`src/rtl/draw_pkg.sv`:
```
// Shared definitions for the rectangle plotter: FSM encodings, screen geometry and
// the 3-bit colour palette used by the sprite sequencer.
package draw_pkg;

  typedef enum logic [1:0] {
    ST_IDLE = 2'd0,
    ST_LOAD = 2'd1,
    ST_DRAW = 2'd2,
    ST_DONE = 2'd3
  } state_t;

  localparam int SCREEN_W = 160;
  localparam int SCREEN_H = 120;
  localparam int MAX_DIM  = 64;
  localparam int BG_COL   = 0;

  localparam logic [2:0] COL_BLACK   = 3'd0;
  localparam logic [2:0] COL_BLUE    = 3'd1;
  localparam logic [2:0] COL_GREEN   = 3'd2;
  localparam logic [2:0] COL_CYAN    = 3'd3;
  localparam logic [2:0] COL_RED     = 3'd4;
  localparam logic [2:0] COL_MAGENTA = 3'd5;
  localparam logic [2:0] COL_YELLOW  = 3'd6;
  localparam logic [2:0] COL_WHITE   = 3'd7;

  function automatic int dim_bits(input int max_dim);
    return $clog2(max_dim + 1);
  endfunction

endpackage

```
`src/rtl/raster_counter.sv`:
```
// Column/row walker for a w x h rectangle; steps in raster order on each adv pulse
// and flags the bottom-right pixel through last.
module raster_counter #(
  parameter int DIM_W = 7
) (
  input  logic             clock,
  input  logic             resetn,
  input  logic [DIM_W-1:0] w,
  input  logic [DIM_W-1:0] h,
  input  logic             clr,
  input  logic             adv,
  output logic [DIM_W-1:0] col,
  output logic [DIM_W-1:0] row,
  output logic             last
);

  logic col_end;
  logic row_end;

  assign col_end = (col == w - DIM_W'(1));
  assign row_end = (row == h - DIM_W'(1));
  assign last    = col_end && row_end;

  // Row runs one past h-1 after the final advance; the FSM leaves DRAW then and LOAD clears it.
  always_ff @(posedge clock or negedge resetn) begin
    if (!resetn) begin
      col <= '0;
      row <= '0;
    end else if (clr) begin
      col <= '0;
      row <= '0;
    end else if (adv) begin
      if (col_end) begin
        col <= '0;
        row <= row + DIM_W'(1);
      end else begin
        col <= col + DIM_W'(1);
      end
    end
  end

endmodule

```
`src/rtl/shape_draw_ctrl.sv`:
```
// Rectangle plotter: latches a shape on start, walks it pixel by pixel into the VGA
// write port, drops off-screen pixels and reports how many were written.
module shape_draw_ctrl
  import draw_pkg::*;
#(
  parameter int X_W      = 8,
  parameter int Y_W      = 7,
  parameter int C_W      = 3,
  parameter int SCREEN_W = draw_pkg::SCREEN_W,
  parameter int SCREEN_H = draw_pkg::SCREEN_H,
  parameter int MAX_DIM  = draw_pkg::MAX_DIM,
  parameter int BG_COL   = draw_pkg::BG_COL,
  parameter int DIM_W    = draw_pkg::dim_bits(MAX_DIM)
) (
  input  logic               clock,
  input  logic               resetn,
  input  logic               start,
  input  logic [X_W-1:0]     x_origin,
  input  logic [Y_W-1:0]     y_origin,
  input  logic [DIM_W-1:0]   width,
  input  logic [DIM_W-1:0]   height,
  input  logic [C_W-1:0]     colour_in,
  input  logic               erase,
  input  logic               plot_ready,
  output logic               busy,
  output logic               done,
  output logic [X_W-1:0]     vga_x,
  output logic [Y_W-1:0]     vga_y,
  output logic [C_W-1:0]     vga_colour,
  output logic               plot,
  output logic [2*DIM_W-1:0] pixel_count,
  output logic [1:0]         state_dbg
);

  localparam int PC_W = 2 * DIM_W;
  localparam logic [DIM_W-1:0] MAX_D = DIM_W'(MAX_DIM);
  localparam logic [X_W:0]     X_LIM = (X_W + 1)'(SCREEN_W);
  localparam logic [Y_W:0]     Y_LIM = (Y_W + 1)'(SCREEN_H);
  localparam logic [C_W-1:0]   BG    = C_W'(BG_COL);

  state_t state, state_next;

  logic [X_W-1:0]   x_lat;
  logic [Y_W-1:0]   y_lat;
  logic [DIM_W-1:0] w_lat, h_lat;
  logic [C_W-1:0]   colour_lat;
  logic             erase_lat;
  logic [DIM_W-1:0] col, row;
  logic             last, clr, adv, accept, clipped;
  logic [X_W:0]     x_full;
  logic [Y_W:0]     y_full;

  // Handshake: a pixel write completes in any DRAW cycle where plot and plot_ready are
  // both high; with plot_ready low the address, colour and strobe are held unchanged.
  assign accept  = (state == ST_IDLE) && start;
  assign x_full  = {1'b0, x_lat} + (X_W + 1)'(col);
  assign y_full  = {1'b0, y_lat} + (Y_W + 1)'(row);
  assign clipped = (x_full >= X_LIM) || (y_full >= Y_LIM);
  assign clr     = (state == ST_LOAD);
  assign adv     = (state == ST_DRAW) && (clipped || plot_ready);
  assign state_dbg = state;

  raster_counter #(.DIM_W(DIM_W)) u_raster (
    .clock  (clock),
    .resetn (resetn),
    .w      (w_lat),
    .h      (h_lat),
    .clr    (clr),
    .adv    (adv),
    .col    (col),
    .row    (row),
    .last   (last)
  );

  always_ff @(posedge clock or negedge resetn) begin
    if (!resetn) state <= ST_IDLE;
    else         state <= state_next;
  end

  always_comb begin
    state_next = state;
    case (state)
      ST_IDLE: if (start) state_next = ST_LOAD;
      ST_LOAD: state_next = (w_lat == '0 || h_lat == '0) ? ST_DONE : ST_DRAW;
      ST_DRAW: if (adv && last) state_next = ST_DONE;
      ST_DONE: state_next = ST_IDLE;
      default: state_next = ST_IDLE;
    endcase
  end

  always_comb begin
    busy       = 1'b0;
    done       = 1'b0;
    plot       = 1'b0;
    vga_x      = '0;
    vga_y      = '0;
    vga_colour = '0;
    case (state)
      ST_LOAD: busy = 1'b1;
      ST_DRAW: begin
        busy       = 1'b1;
        plot       = !clipped;
        vga_x      = x_full[X_W-1:0];
        vga_y      = y_full[Y_W-1:0];
        vga_colour = erase_lat ? BG : colour_lat;
      end
      ST_DONE: done = 1'b1;
      default: ;
    endcase
  end

  always_ff @(posedge clock or negedge resetn) begin
    if (!resetn) begin
      x_lat       <= '0;
      y_lat       <= '0;
      w_lat       <= '0;
      h_lat       <= '0;
      colour_lat  <= '0;
      erase_lat   <= 1'b0;
      pixel_count <= '0;
    end else if (accept) begin
      x_lat       <= x_origin;
      y_lat       <= y_origin;
      w_lat       <= (width  > MAX_D) ? MAX_D : width;
      h_lat       <= (height > MAX_D) ? MAX_D : height;
      colour_lat  <= colour_in;
      erase_lat   <= erase;
      pixel_count <= '0;
    end else if (state == ST_DRAW && !clipped && plot_ready) begin
      pixel_count <= pixel_count + PC_W'(1);
    end
  end

endmodule

```
`config.mk`:
```
export PLATFORM = sky130hd
export DESIGN_NAME = shape_draw_ctrl
export DESIGN_NICKNAME = d
export VERILOG_FILES = /design/src/rtl/draw_pkg.sv /design/src/rtl/raster_counter.sv /design/src/rtl/shape_draw_ctrl.sv
export SDC_FILE = /design/constraint.sdc
export NUM_CORES = 1
export LEC_CHECK = 0
export BUFFER_PORTS_ARGS = -buffer_cell sky130_fd_sc_hd__buf_2
export CORE_UTILIZATION = 55
export CTS_CLUSTER_SIZE = 16
export DETAILED_ROUTE_END_ITERATION = 10
export HOLD_SLACK_MARGIN = 0.06
export PLACE_DENSITY = 0.79
export SLEW_MARGIN = 20
export SYNTH_ARGS = -nofsm -noshare
export SYNTH_HDL_FRONTEND = slang
export SYNTH_SLANG_ARGS = --single-unit
export TNS_END_PERCENT = 100
```
`constraint.sdc`:
```
create_clock -name clock -period 3.4 [get_ports clock]
set_input_delay 0.68 -clock clock [delete_from_list [all_inputs] [get_ports clock]]
set_output_delay 0.68 -clock clock [all_outputs]
set_load 0.01 [all_outputs]
```
==> impl_metrics.env, run 1 <==
export IMPL_wl_per_cell_microns=15.0
export IMPL_grt_max_degree=34
export IMPL_worstPathArrival_ns=2.65
export IMPL_finalSetupViolCount=0
export IMPL_setup_slack_ns=0.0733
export IMPL_via_count=3774
export IMPL_cts_clk_slew_worst_paths_ns=0.07
export IMPL_async_flop_share_pct=100
export IMPL_cp_slowest_cell="dfrtp_1"
export IMPL_drc=0
export IMPL_ys_warn_count=0
export IMPL_insertion_delay_ns=0.34
export IMPL_h_tree_depth=3
export IMPL_grt_pass1_wl_microns=16400
export IMPL_first_pass_iters=4
export IMPL_irDropWorstVdd_uv=393
export IMPL_period_share_pct=97.8
export IMPL_hold_violations=0
export IMPL_slew_headroom_pct=29.5
export IMPL_nets=632
export IMPL_initial_utilization_pct=57.1
export IMPL_power_leakage_uw=0.00257
export IMPL_tightest_slew_ns=1.05
export IMPL_synth_edff_count=0
export IMPL_fin_util_pct=68.7
export IMPL_n_antenna_cell=0
export IMPL_cts_tree="yes"
export IMPL_synth_commonest_cells="nand2_1 (95), dfrtp_1 (63), nor2_1 (36)"
export IMPL_io_buffers=73
export IMPL_startpoint="y_lat[0]"
export IMPL_fin_crit_ns=3.33
export IMPL_synth_distinct_cells=59
export IMPL_crit_path_end_kind="output pin"
export IMPL_crit_path_max_fanout=2
export IMPL_synth_top_area_share_pct=38.0
export IMPL_viasPerCell=5.63
export IMPL_fin_skew_ns=0.00584
export IMPL_antenna_left=0
export IMPL_drv_slew=0
export IMPL_finalPower_uw=3570
export IMPL_syn_cell_area_sq_mm=0.00414
export IMPL_reg2regPathDepth=14
export IMPL_power_density_mw_per_mm2=716
export IMPL_crit_cells=12
export IMPL_synthFlopType="dfrtp_1"
export IMPL_synth_top_area_cell="dfrtp_1"
export IMPL_crit_path_cell_trace="ha_2 -> inv_1 -> fa_2 -> nand2b_4 -> a211oi_2 -> nor4_1 -> a311oi_1 -> buf_4 -> o221ai_2 -> buf_6 -> nor2_2 -> buf_2"
export IMPL_grt_usage_pct=27.1
export IMPL_status="finished, final reports clean"
export IMPL_drive_above_1_share_pct=23.6
export IMPL_r2r_start="y_lat[0]"
export IMPL_crit_required_ns=2.72
export IMPL_dpl_hpwl_microns=7190
export IMPL_path_class="register to output pin"
export IMPL_max_stage_delay_ns=0.36
export IMPL_synth_most_common_cell="nand2_1"
export IMPL_gr_total_overflow=0
export IMPL_worstHoldPathType="primary input to async pin"
export IMPL_coreArea_sq_mm=0.00725
export IMPL_synth_seq_cells=63
export IMPL_synth_area_leaders="dfrtp_1 (38%), nand2_1 (8.6%), ha_1 (7.9%)"
export IMPL_routed_wl_microns=10100
export IMPL_cts_hold_buf=0
export IMPL_reg2reg_to="pixel_count[7]"
export IMPL_avgSynthCellArea_sq_um=8.63
export IMPL_dieWidth_microns=88.8
export IMPL_cp_endpoint="plot"
export IMPL_rsz0062_at_grt="yes"
export IMPL_cp_num_buf_inv=4
export IMPL_cts_sinks=63
export IMPL_rows=31
export IMPL_ff2ff_setup_slack_ns=0.08
export IMPL_place_ws_ns=-0.0290
export IMPL_synth_cells=480
export IMPL_routabilityCongestion=0.854
export IMPL_syn_nets=545
export IMPL_cts_made_buffers=9
export IMPL_die_height_microns=88.8
export IMPL_max_clock_path_buffers=2
export IMPL_grt_pass1_vias=3533
export IMPL_clockRootBuffer="clkbuf_8"
export IMPL_clock_fmax_mhz=301
export IMPL_drtIter0Drc=146
export IMPL_startpoint_type="register"
export IMPL_ios=74
export IMPL_cpLargestDelayFamily="compound AO/OA/AOI/OAI gates"
export IMPL_synth_seq_area_share_pct=38.0
export IMPL_area_growth_pct=20.3
export IMPL_antenna_found_initial=0
export IMPL_dieArea_sq_mm=0.00789
export IMPL_cap_viol_max_count=0
export IMPL_fill_cells=604
-- stage by stage --
stage | cell area, sq um | TNS, ns | cells | hold slack, ns
2_1_floorplan | 4140 | 0 | 480 | 0.384
3_3_place_gp | 4670 | 0 | 648 | 0.452
3_5_place_dp | 4670 | -0.0439 | 648 | 0.458
4_1_cts | 4940 | 0 | 667 | 0.251
5_1_grt | 4980 | -0.0472 | 670 | 0.267
6_report | 4980 | 0 | 670 | 0.241
-- flip-flops by register name, indices dropped and copies added (netlist names) --
signal / cells
pixel_count: 14
x_lat: 8
h_lat: 7
u_raster.col: 7
u_raster.row: 7
w_lat: 7
y_lat: 7
colour_lat: 3
state_dbg: 2
erase_lat: 1
-- how the worst min path moves through the flow --
stage,from,to,slack (ns),cells past startpoint
floorplan,resetn,colour_lat[0],0.38,0
global placement,colour_lat[2],colour_lat[2],0.45,2
detailed placement,colour_lat[0],colour_lat[0],0.46,2
CTS,resetn,x_lat[2],0.25,1
global route,resetn,y_lat[5],0.27,1
finish,resetn,x_lat[2],0.24,1
-- layout make-up --
type	count	area [sq um]	area share [%]
multi-input combinational	379	2470	49.6
sequential	63	1580	31.6
timing repair buffer	94	527	10.6
clock buffer	11	141	2.84
tap	99	124	2.49
inverter	20	75.1	1.51
clock inverter	4	70.1	1.41
-- layer usage --
metal  GRT usage, %  part of all wire [%]  vias to the layer above
li1               -                     -                     1841
met1           34.0                    44                     1829
met2           47.6                    51                       88
met3           4.01                   3.5                       16
met4           9.53                   1.6                        0
met5              0                     0                        -
-- layout by cell type (no fill, tap or decap), drive strengths merged, types with 4 or more instances in the layout --
cell type and n:
nand2b 5, nor2b 4, a21oi 25, nor4 5
o21ai 22, a21o 7, or4b 4, a211oi 7
clkbuf 11, nor2 37, nand3b 15, or3 6
inv 19, ha 26, dfrtp 63, nand4 4
xor2 17, and2 13, nor3 9, and3 8
xnor2 19, buf 94, nand2 95, nand3 7
-- worst register-to-register path, cell delays in order (launching register included) --
cell	delay [ns]
dfrtp_1	0.36
ha_2	0.19
inv_1	0.06
fa_2	0.35
nand2b_4	0.15
a211oi_2	0.25
nor4_1	0.07
a311oi_1	0.21
buf_4	0.17
o221ai_2	0.12
buf_6	0.16
buf_4	0.14
or4_4	0.52
or3_1	0.32
a21oi_1	0.17
-- repair_timing --
action / 4_1_cts / 5_1_grt
setup buffers: 4 / 3
hold endpoints to repair: 0 / 0
gates resized for setup: 7 / 6
cloned: 0 / 0
pin swaps: 3 / 3
setup endpoints to repair: 3 / 11
-- where the power goes --
part,total [uW],switching [uW],internal [uW]
registers,1200,231,968
clock network,707,280,426
logic,1660,964,701
-- cells by family after synthesis --
group	count (synthesis)	synth area share [%]
buffers and inverters	38	3.50
xor gates and xnor gates	36	7.61
adders and majority gates	28	8.82
AOI/OAI and AO/OA	91	14.6
muxes	4	0.996
DFF	63	38.0
and+or+nand+nor	220	26.4
Power figures use the tool's default switching activity.
==> run 2: changes to the inputs <==
--- a/config.mk
+++ b/config.mk
@@ -10,6 +10,7 @@
 export CTS_CLUSTER_SIZE = 16
 export DETAILED_ROUTE_END_ITERATION = 10
 export HOLD_SLACK_MARGIN = 0.06
+export MAX_ROUTING_LAYER = met4
 export PLACE_DENSITY = 0.79
 export SLEW_MARGIN = 20
 export SYNTH_ARGS = -nofsm -noshare
==> run 2 against run 1 <==
Against the previous run: hold slack better by 0.0023 ns; worst setup slack got worse by 0.010 ns; cell area did not move; clock skew hardly changed; sequential share of layout area stayed put; die area did not move; register-to-register slack about the same; combinational power about the same; clock power barely moved; utilization did not move; largest cell class unchanged.
==> impl_metrics.env, run 2 (synthesis gave the netlist of run 1 again) <==
export IMPL_status="finished, final reports clean"
export IMPL_drc=0
export IMPL_cts_clk_slew_worst_paths_ns=0.07
export IMPL_drtIter0Drc=177
export IMPL_ff2ff_setup_slack_ns=0.07
export IMPL_dp_cells=648
export IMPL_stdcell_area_sq_mm=0.00498
export IMPL_dieArea_sq_mm=0.00789
export IMPL_regMostFlops="pixel_count"
export IMPL_path_class="register to output pin"
export IMPL_worstHoldPathType="primary input to async pin"
export IMPL_cpLargestDelayFamily="compound AO/OA/AOI/OAI gates"
export IMPL_antenna_found_initial=0
export IMPL_fin_tns_setup_ns=0
export IMPL_dpl_hpwl_microns=7190
export IMPL_clkPwrFrac_pct=19.8
export IMPL_cp_num_buf_inv=4
export IMPL_cap_viol_max_count=0
export IMPL_drv_slew=0
export IMPL_die_height_microns=88.8
export IMPL_period_share_pct=98.1
export IMPL_internal_power_uw=2100
export IMPL_h_tree_depth=3
export IMPL_ios=74
export IMPL_netSwitchingPower_uw=1470
export IMPL_rows=31
export IMPL_insertion_delay_ns=0.34
export IMPL_via_count=3765
export IMPL_hold_violations=0
export IMPL_cp_slowest_cell="dfrtp_1"
export IMPL_routed_wl_microns=9970
export IMPL_wl_per_cell_microns=14.9
export IMPL_worstPathArrival_ns=2.66
export IMPL_clockRootBuffer="clkbuf_8"
export IMPL_max_clock_path_buffers=2
export IMPL_area_growth_pct=20.3
export IMPL_grt_max_degree=34
export IMPL_initial_utilization_pct=57.1
export IMPL_final_common_cell="nand2_1"
export IMPL_crit_path_end_kind="output pin"
export IMPL_reg2reg_to="pixel_count[7]"
export IMPL_viasPerCell=5.62
export IMPL_dieWidth_microns=88.8
export IMPL_power_leakage_uw=0.00257
export IMPL_max_stage_delay_ns=0.36
export IMPL_tightest_slew_ns=1.06
export IMPL_routabilityCongestion=0.868
export IMPL_crit_path_cell_trace="ha_2 -> inv_1 -> fa_2 -> nand2b_4 -> a211oi_2 -> nor4_1 -> a311oi_1 -> buf_4 -> o221ai_2 -> buf_6 -> nor2_2 -> buf_2"
export IMPL_gr_total_overflow=0
export IMPL_first_pass_iters=4
export IMPL_place_ws_ns=-0.0290
export IMPL_fin_skew_ns=0.00588
export IMPL_nets=632
export IMPL_dpl_instance_area_sq_mm=0.00467
export IMPL_fin_util_pct=68.7
export IMPL_startpoint_type="register"
export IMPL_largest_register_ffs=14
export IMPL_grt_usage_pct=27.9
export IMPL_rsz0062_at_grt="yes"
export IMPL_coreArea_sq_mm=0.00725
export IMPL_finalSetupViolCount=0
export IMPL_irDropWorstVdd_uv=394
export IMPL_switching_share_pct=41.2
export IMPL_clock_fmax_mhz=300
export IMPL_cts_tree="yes"
export IMPL_power_density_mw_per_mm2=716
export IMPL_drive_above_1_share_pct=23.6
export IMPL_slew_headroom_pct=29.0
export IMPL_io_buffers=73
export IMPL_mostFrequentLayoutCells="nand2_1 (95), buf_2 (73), dfrtp_1 (63)"
export IMPL_cts_sinks=63
export IMPL_grt_pass1_vias=3535
export IMPL_r2r_start="y_lat[0]"
export IMPL_fin_crit_ns=3.34
export IMPL_crit_required_ns=2.72
export IMPL_reg_top3="pixel_count (14), x_lat (8)"
export IMPL_pwr_share_seq_pct=33.7
export IMPL_crit_path_max_fanout=2
export IMPL_cts_made_buffers=9
export IMPL_reg2regPathDepth=14
export IMPL_final_cells=670
export IMPL_combPwrFrac_pct=46.6
export IMPL_grt_pass1_wl_microns=16300
export IMPL_n_antenna_cell=0
export IMPL_setup_slack_ns=0.0630
export IMPL_antenna_left=0
run 2: cell counts in the layout (fill, tap and decap cells not counted):
No cell type changed its count.
run 2: metal layers:
metal / wire, microns / global-route usage (%) / vias up
met5: 0 / - / -
met4: 146 / 9.53 / 0
met3: 367 / 4.01 / 14
met2: 5070 / 47.7 / 89
met1: 4390 / 33.8 / 1822
li1: - / - / 1840
run 2: through the flow:
step / hold slack (ns) / power (uW)
floorplan: 0.384 / 2310
global placement: 0.452 / 2710
detailed placement: 0.458 / 2780
CTS: 0.251 / 3550
global route: 0.267 / 3820
finish: 0.243 / 3570
run 2: worst register-to-register path, cell delays in order (launching register included):
cell and delay [ns]:
dfrtp_1 0.36, ha_2 0.19, inv_1 0.06, fa_2 0.35, nand2b_4 0.15, a211oi_2 0.26
nor4_1 0.07, a311oi_1 0.21, buf_4 0.17, o221ai_2 0.12, buf_6 0.16, buf_4 0.14
or4_4 0.52, or3_1 0.32, a21oi_1 0.17
run 2: final cells by class:
class                   count  area, sq um
flip-flops and latches     63         1580
multi-input cells         379         2470
inverters                  20         75.1
clock inverters             4         70.1
well taps                  99          124
repair buffers             94          527
fillers                   604         2270
clock buffers              11          141
run 2: worst max-delay path by stage:
stage	slack, ns	startpoint	to	cells after the start
floorplan	0.33	u_raster.col[0]	state_dbg[1]	11
global placement	0.12	x_lat[0]	pixel_count[9]	11
detailed placement	-0.03	x_lat[0]	pixel_count[9]	11
CTS	0.008	x_lat[0]	plot	10
global route	-0.02	x_lat[0]	plot	10
finish	0.06	y_lat[0]	plot	12
run 2: timing repair:
action                                  CTS  global route
endpoints found under the setup margin    3            11
pin swaps                                 3             3
resized for setup                         7             6
hold buffers                              0             0
buffers inserted                          4             3
run 2: power groups by stage:
stage	combinational (uW)	sequential [uW]	clock (uW)
after floorplan	1170	1140	0
after global placement	1520	1190	0
after detailed placement	1580	1210	0
after CTS	1640	1200	713
after global routing	1840	1230	750
final	1660	1200	705
==> run 3: changes to the inputs <==
--- a/config.mk
+++ b/config.mk
@@ -11,9 +11,10 @@
 export DETAILED_ROUTE_END_ITERATION = 10
 export HOLD_SLACK_MARGIN = 0.06
 export MAX_ROUTING_LAYER = met4
-export PLACE_DENSITY = 0.79
+export PLACE_DENSITY = 0.78
 export SLEW_MARGIN = 20
 export SYNTH_ARGS = -nofsm -noshare
 export SYNTH_HDL_FRONTEND = slang
+export SYNTH_HIERARCHICAL = 1
 export SYNTH_SLANG_ARGS = --single-unit
 export TNS_END_PERCENT = 100
==> run 3 against run 2 <==
Against the previous run: sequential power shrank 3%; clock skew increased by 0.0087 ns; first-iteration DRC count grew 95%; sequential cell count unchanged; final cell count increased by 5.1%; the flow now finishes with violations (setup timing); sequential share of layout area shrank 1.7 points; global-route usage shrank 0.12 points; highest routed layer unchanged; synthesized cell count grew 4.6%; count of clock-buffer cells in the layout decreased by 1; synthesized area grew 3.6%; routed wire length grew 8.7%; critical path depth shrank 1.
==> impl_metrics.env, run 3 <==
export IMPL_hold_violations=0
export IMPL_synthFlopType="dfrtp_1"
export IMPL_r2r_start="x_lat[0]"
export IMPL_wl_per_cell_microns=15.4
export IMPL_synth_seq_area_share_pct=36.7
export IMPL_via_count=4043
export IMPL_syn_cell_area_sq_mm=0.00429
export IMPL_drtIter0Drc=346
export IMPL_irDropWorstVdd_uv=539
export IMPL_dieArea_sq_mm=0.00816
export IMPL_cts_made_buffers=9
export IMPL_synth_seq_cells=63
export IMPL_slew_headroom_pct=58.7
export IMPL_final_common_cell="nand2_1"
export IMPL_syn_nets=565
export IMPL_power_density_mw_per_mm2=684
export IMPL_internal_power_uw=2060
export IMPL_period_share_pct=101
export IMPL_ys_warn_count=6
export IMPL_ios=74
export IMPL_pwr_share_seq_pct=32.3
export IMPL_status="finished, violations left"
export IMPL_worstHoldPathType="primary input to async pin"
export IMPL_startpoint_type="register"
export IMPL_synth_cells=502
export IMPL_fill_cells=587
export IMPL_antenna_left=0
export IMPL_regMostFlops="pixel_count"
export IMPL_cts_hold_buf=0
export IMPL_synth_area_mux_share_pct=1.22
export IMPL_drv_slew=0
export IMPL_fin_crit_ns=3.42
export IMPL_h_tree_depth=3
export IMPL_initial_utilization_pct=58.0
export IMPL_max_clock_path_buffers=2
export IMPL_startpoint="x_lat[0]"
export IMPL_mostFrequentLayoutCells="nand2_1 (104), buf_2 (71), dfrtp_1 (63)"
export IMPL_clockRootBuffer="clkbuf_8"
export IMPL_grt_pass1_vias=3813
export IMPL_synth_most_common_cell="nand2_1"
export IMPL_combPwrFrac_pct=49.3
export IMPL_avgSynthCellArea_sq_um=8.55
export IMPL_synth_distinct_cells=69
export IMPL_synthXorXnorAreaFrac_pct=6.32
export IMPL_fin_skew_ns=0.0146
export IMPL_clock_fmax_mhz=292
export IMPL_worstPathArrival_ns=3.70
export IMPL_rows=31
export IMPL_path_class="register to register"
export IMPL_dpl_hpwl_microns=7350
export IMPL_fin_tns_setup_ns=-0.0190
export IMPL_reg_top3="pixel_count (14), x_lat (8)"
export IMPL_ff2ff_setup_slack_ns=-0.02
export IMPL_cts_tree="yes"
export IMPL_synth_top_area_cell="dfrtp_1"
export IMPL_nets=663
export IMPL_crit_required_ns=3.68
export IMPL_insertion_delay_ns=0.35
export IMPL_viasPerCell=5.74
export IMPL_async_flop_share_pct=100
export IMPL_cts_clk_slew_worst_paths_ns=0.08
export IMPL_synth_commonest_cells="nand2_1 (104), dfrtp_1 (63), nor2_1 (30)"
export IMPL_crit_path_max_fanout=5
export IMPL_cp_endpoint="u_raster/row[4]"
export IMPL_largest_register_ffs=14
export IMPL_yosys_area_share_simple_pct=30.3
export IMPL_crit_path_end_kind="register"
export IMPL_synth_edff_count=0
export IMPL_n_antenna_cell=0
export IMPL_drc=0
export IMPL_routabilityCongestion=0.892
export IMPL_violations="setup timing"
export IMPL_switching_share_pct=42.9
export IMPL_hold_slack_ns=0.331
export IMPL_finalSetupViolCount=1
export IMPL_netSwitchingPower_uw=1550
export IMPL_reg2regPathDepth=11
export IMPL_io_buffers=73
export IMPL_antenna_found_initial=0
export IMPL_die_height_microns=90.4
export IMPL_cts_sinks=63
export IMPL_synth_top_area_share_pct=36.7
export IMPL_dieWidth_microns=90.4
export IMPL_clkPwrFrac_pct=18.4
export IMPL_gr_total_overflow=0
export IMPL_power_leakage_uw=0.00266
export IMPL_tightest_slew_ns=0.619
export IMPL_routed_wl_microns=10800
export IMPL_setup_slack_ns=-0.0190
export IMPL_reg2reg_to="u_raster/row[4]"
export IMPL_grt_pass1_wl_microns=17800
export IMPL_area_growth_pct=22.7
export IMPL_cap_viol_max_count=0
export IMPL_coreArea_sq_mm=0.00741
export IMPL_drive_above_1_share_pct=25.1
export IMPL_synth_top_family_by_area="simple AND/OR/NAND/NOR gates"
export IMPL_synth_fa_ha_area_share_pct=7.93
export IMPL_rsz0062_at_grt="yes"
export IMPL_grt_max_degree=47
export IMPL_synth_area_leaders="dfrtp_1 (37%), nand2_1 (9.1%), ha_1 (7.0%)"
export IMPL_grt_usage_pct=27.8
export IMPL_synth_compound_area_share_pct=13.7
export IMPL_first_pass_iters=4
-- run 3: cell count changes after synthesis, moves of 6 or more --
cell | previous run | this run
nand2_1 | 95 | 104
nor3_1 | 9 | 15
nor2_1 | 36 | 30
or4_1 | 2 | 8
a21oi_1 | 25 | 16
xnor2_1 | 19 | 12
-- run 3: power by group through the flow --
stage	logic [uW]	clock network, uW	registers [uW]
6_report	1780	664	1160
4_1_cts	1710	678	1160
2_1_floorplan	1180	0	1140
3_5_place_dp	1640	0	1170
5_1_grt	1980	708	1190
3_3_place_gp	1580	0	1160
-- run 3: worst max-delay path, cell delays in order (launching register included) --
cell and delay [ns]:
dfrtp_1 0.38, ha_2 0.20, fa_2 0.34, a211o_1 0.28
a211o_1 0.25, a22o_1 0.19, a22oi_2 0.18, a21oi_4 0.10
a21oi_2 0.17, or4b_4 0.53, or4_4 0.57, a21oi_2 0.15
-- run 3: worst min-delay path by stage --
stage	startpoint	to	slack, ns	cells past startpoint
6_report	resetn	colour_lat[1]	0.33	1
5_1_grt	resetn	w_lat[2]	0.38	1
4_1_cts	colour_lat[1]	colour_lat[1]	0.48	2
3_5_place_dp	colour_lat[1]	colour_lat[1]	0.46	2
3_3_place_gp	colour_lat[1]	colour_lat[1]	0.45	2
2_1_floorplan	resetn	colour_lat[0]	0.38	0
-- run 3: final cells by class --
type / instances / area, sq um / area share, %
clock buffers: 10 / 128 / 2.42
clock inverters: 6 / 70.1 / 1.33
inverters: 17 / 63.8 / 1.21
multi-input cells: 402 / 2660 / 50.4
flip-flops and latches: 63 / 1580 / 29.9
well taps: 99 / 124 / 2.35
repair buffers: 107 / 649 / 12.3
-- run 3: what timing repair did --
| action | in CTS | in global routing |
|---|---|---|
| hold endpoints to repair | 0 | 0 |
| gates resized for setup | 8 | 13 |
| pin swaps | 12 | 13 |
| setup buffers | 6 | 3 |
| gates cloned | 0 | 1 |
| endpoints found under the setup margin | 1 | 10 |
-- run 3: per-stage QoR --
stage | setup WS (ns) | instances | cell area (sq um) | total power, uW | util, %
detailed placement | 0.0736 | 678 | 4890 | 2810 | 66.0
finish | -0.0190 | 704 | 5270 | 3600 | 71.1
global route | -0.141 | 704 | 5270 | 3880 | 71.1
global placement | 0.148 | 678 | 4890 | 2740 | 66.0
CTS | -0.0727 | 700 | 5170 | 3550 | 69.8
floorplan | -0.0414 | 502 | 4320 | 2320 | -
-- run 3: routing by layer --
| metal | share of wire, % | up-vias | GRT usage (%) | wire (microns) |
|---|---|---|---|---|
| met5 | 0 | - | - | 0 |
| met4 | 2.0 | 0 | 11.0 | 221 |
| met3 | 4.3 | 24 | 4.46 | 467 |
| met2 | 48 | 130 | 45.3 | 5250 |
| met1 | 45 | 1907 | 34.7 | 4900 |
| li1 | - | 1982 | - | - |
-- run 3: cell families (layout without fill, tap and decap cells) --
logic type | count (synthesis) | in the layout
simple gates | 256 | 257
buf+inv | 38 | 140
flops | 63 | 63
fa+ha+maj | 26 | 26
xor+xnor | 31 | 31
compound gates | 83 | 83
mux | 5 | 5
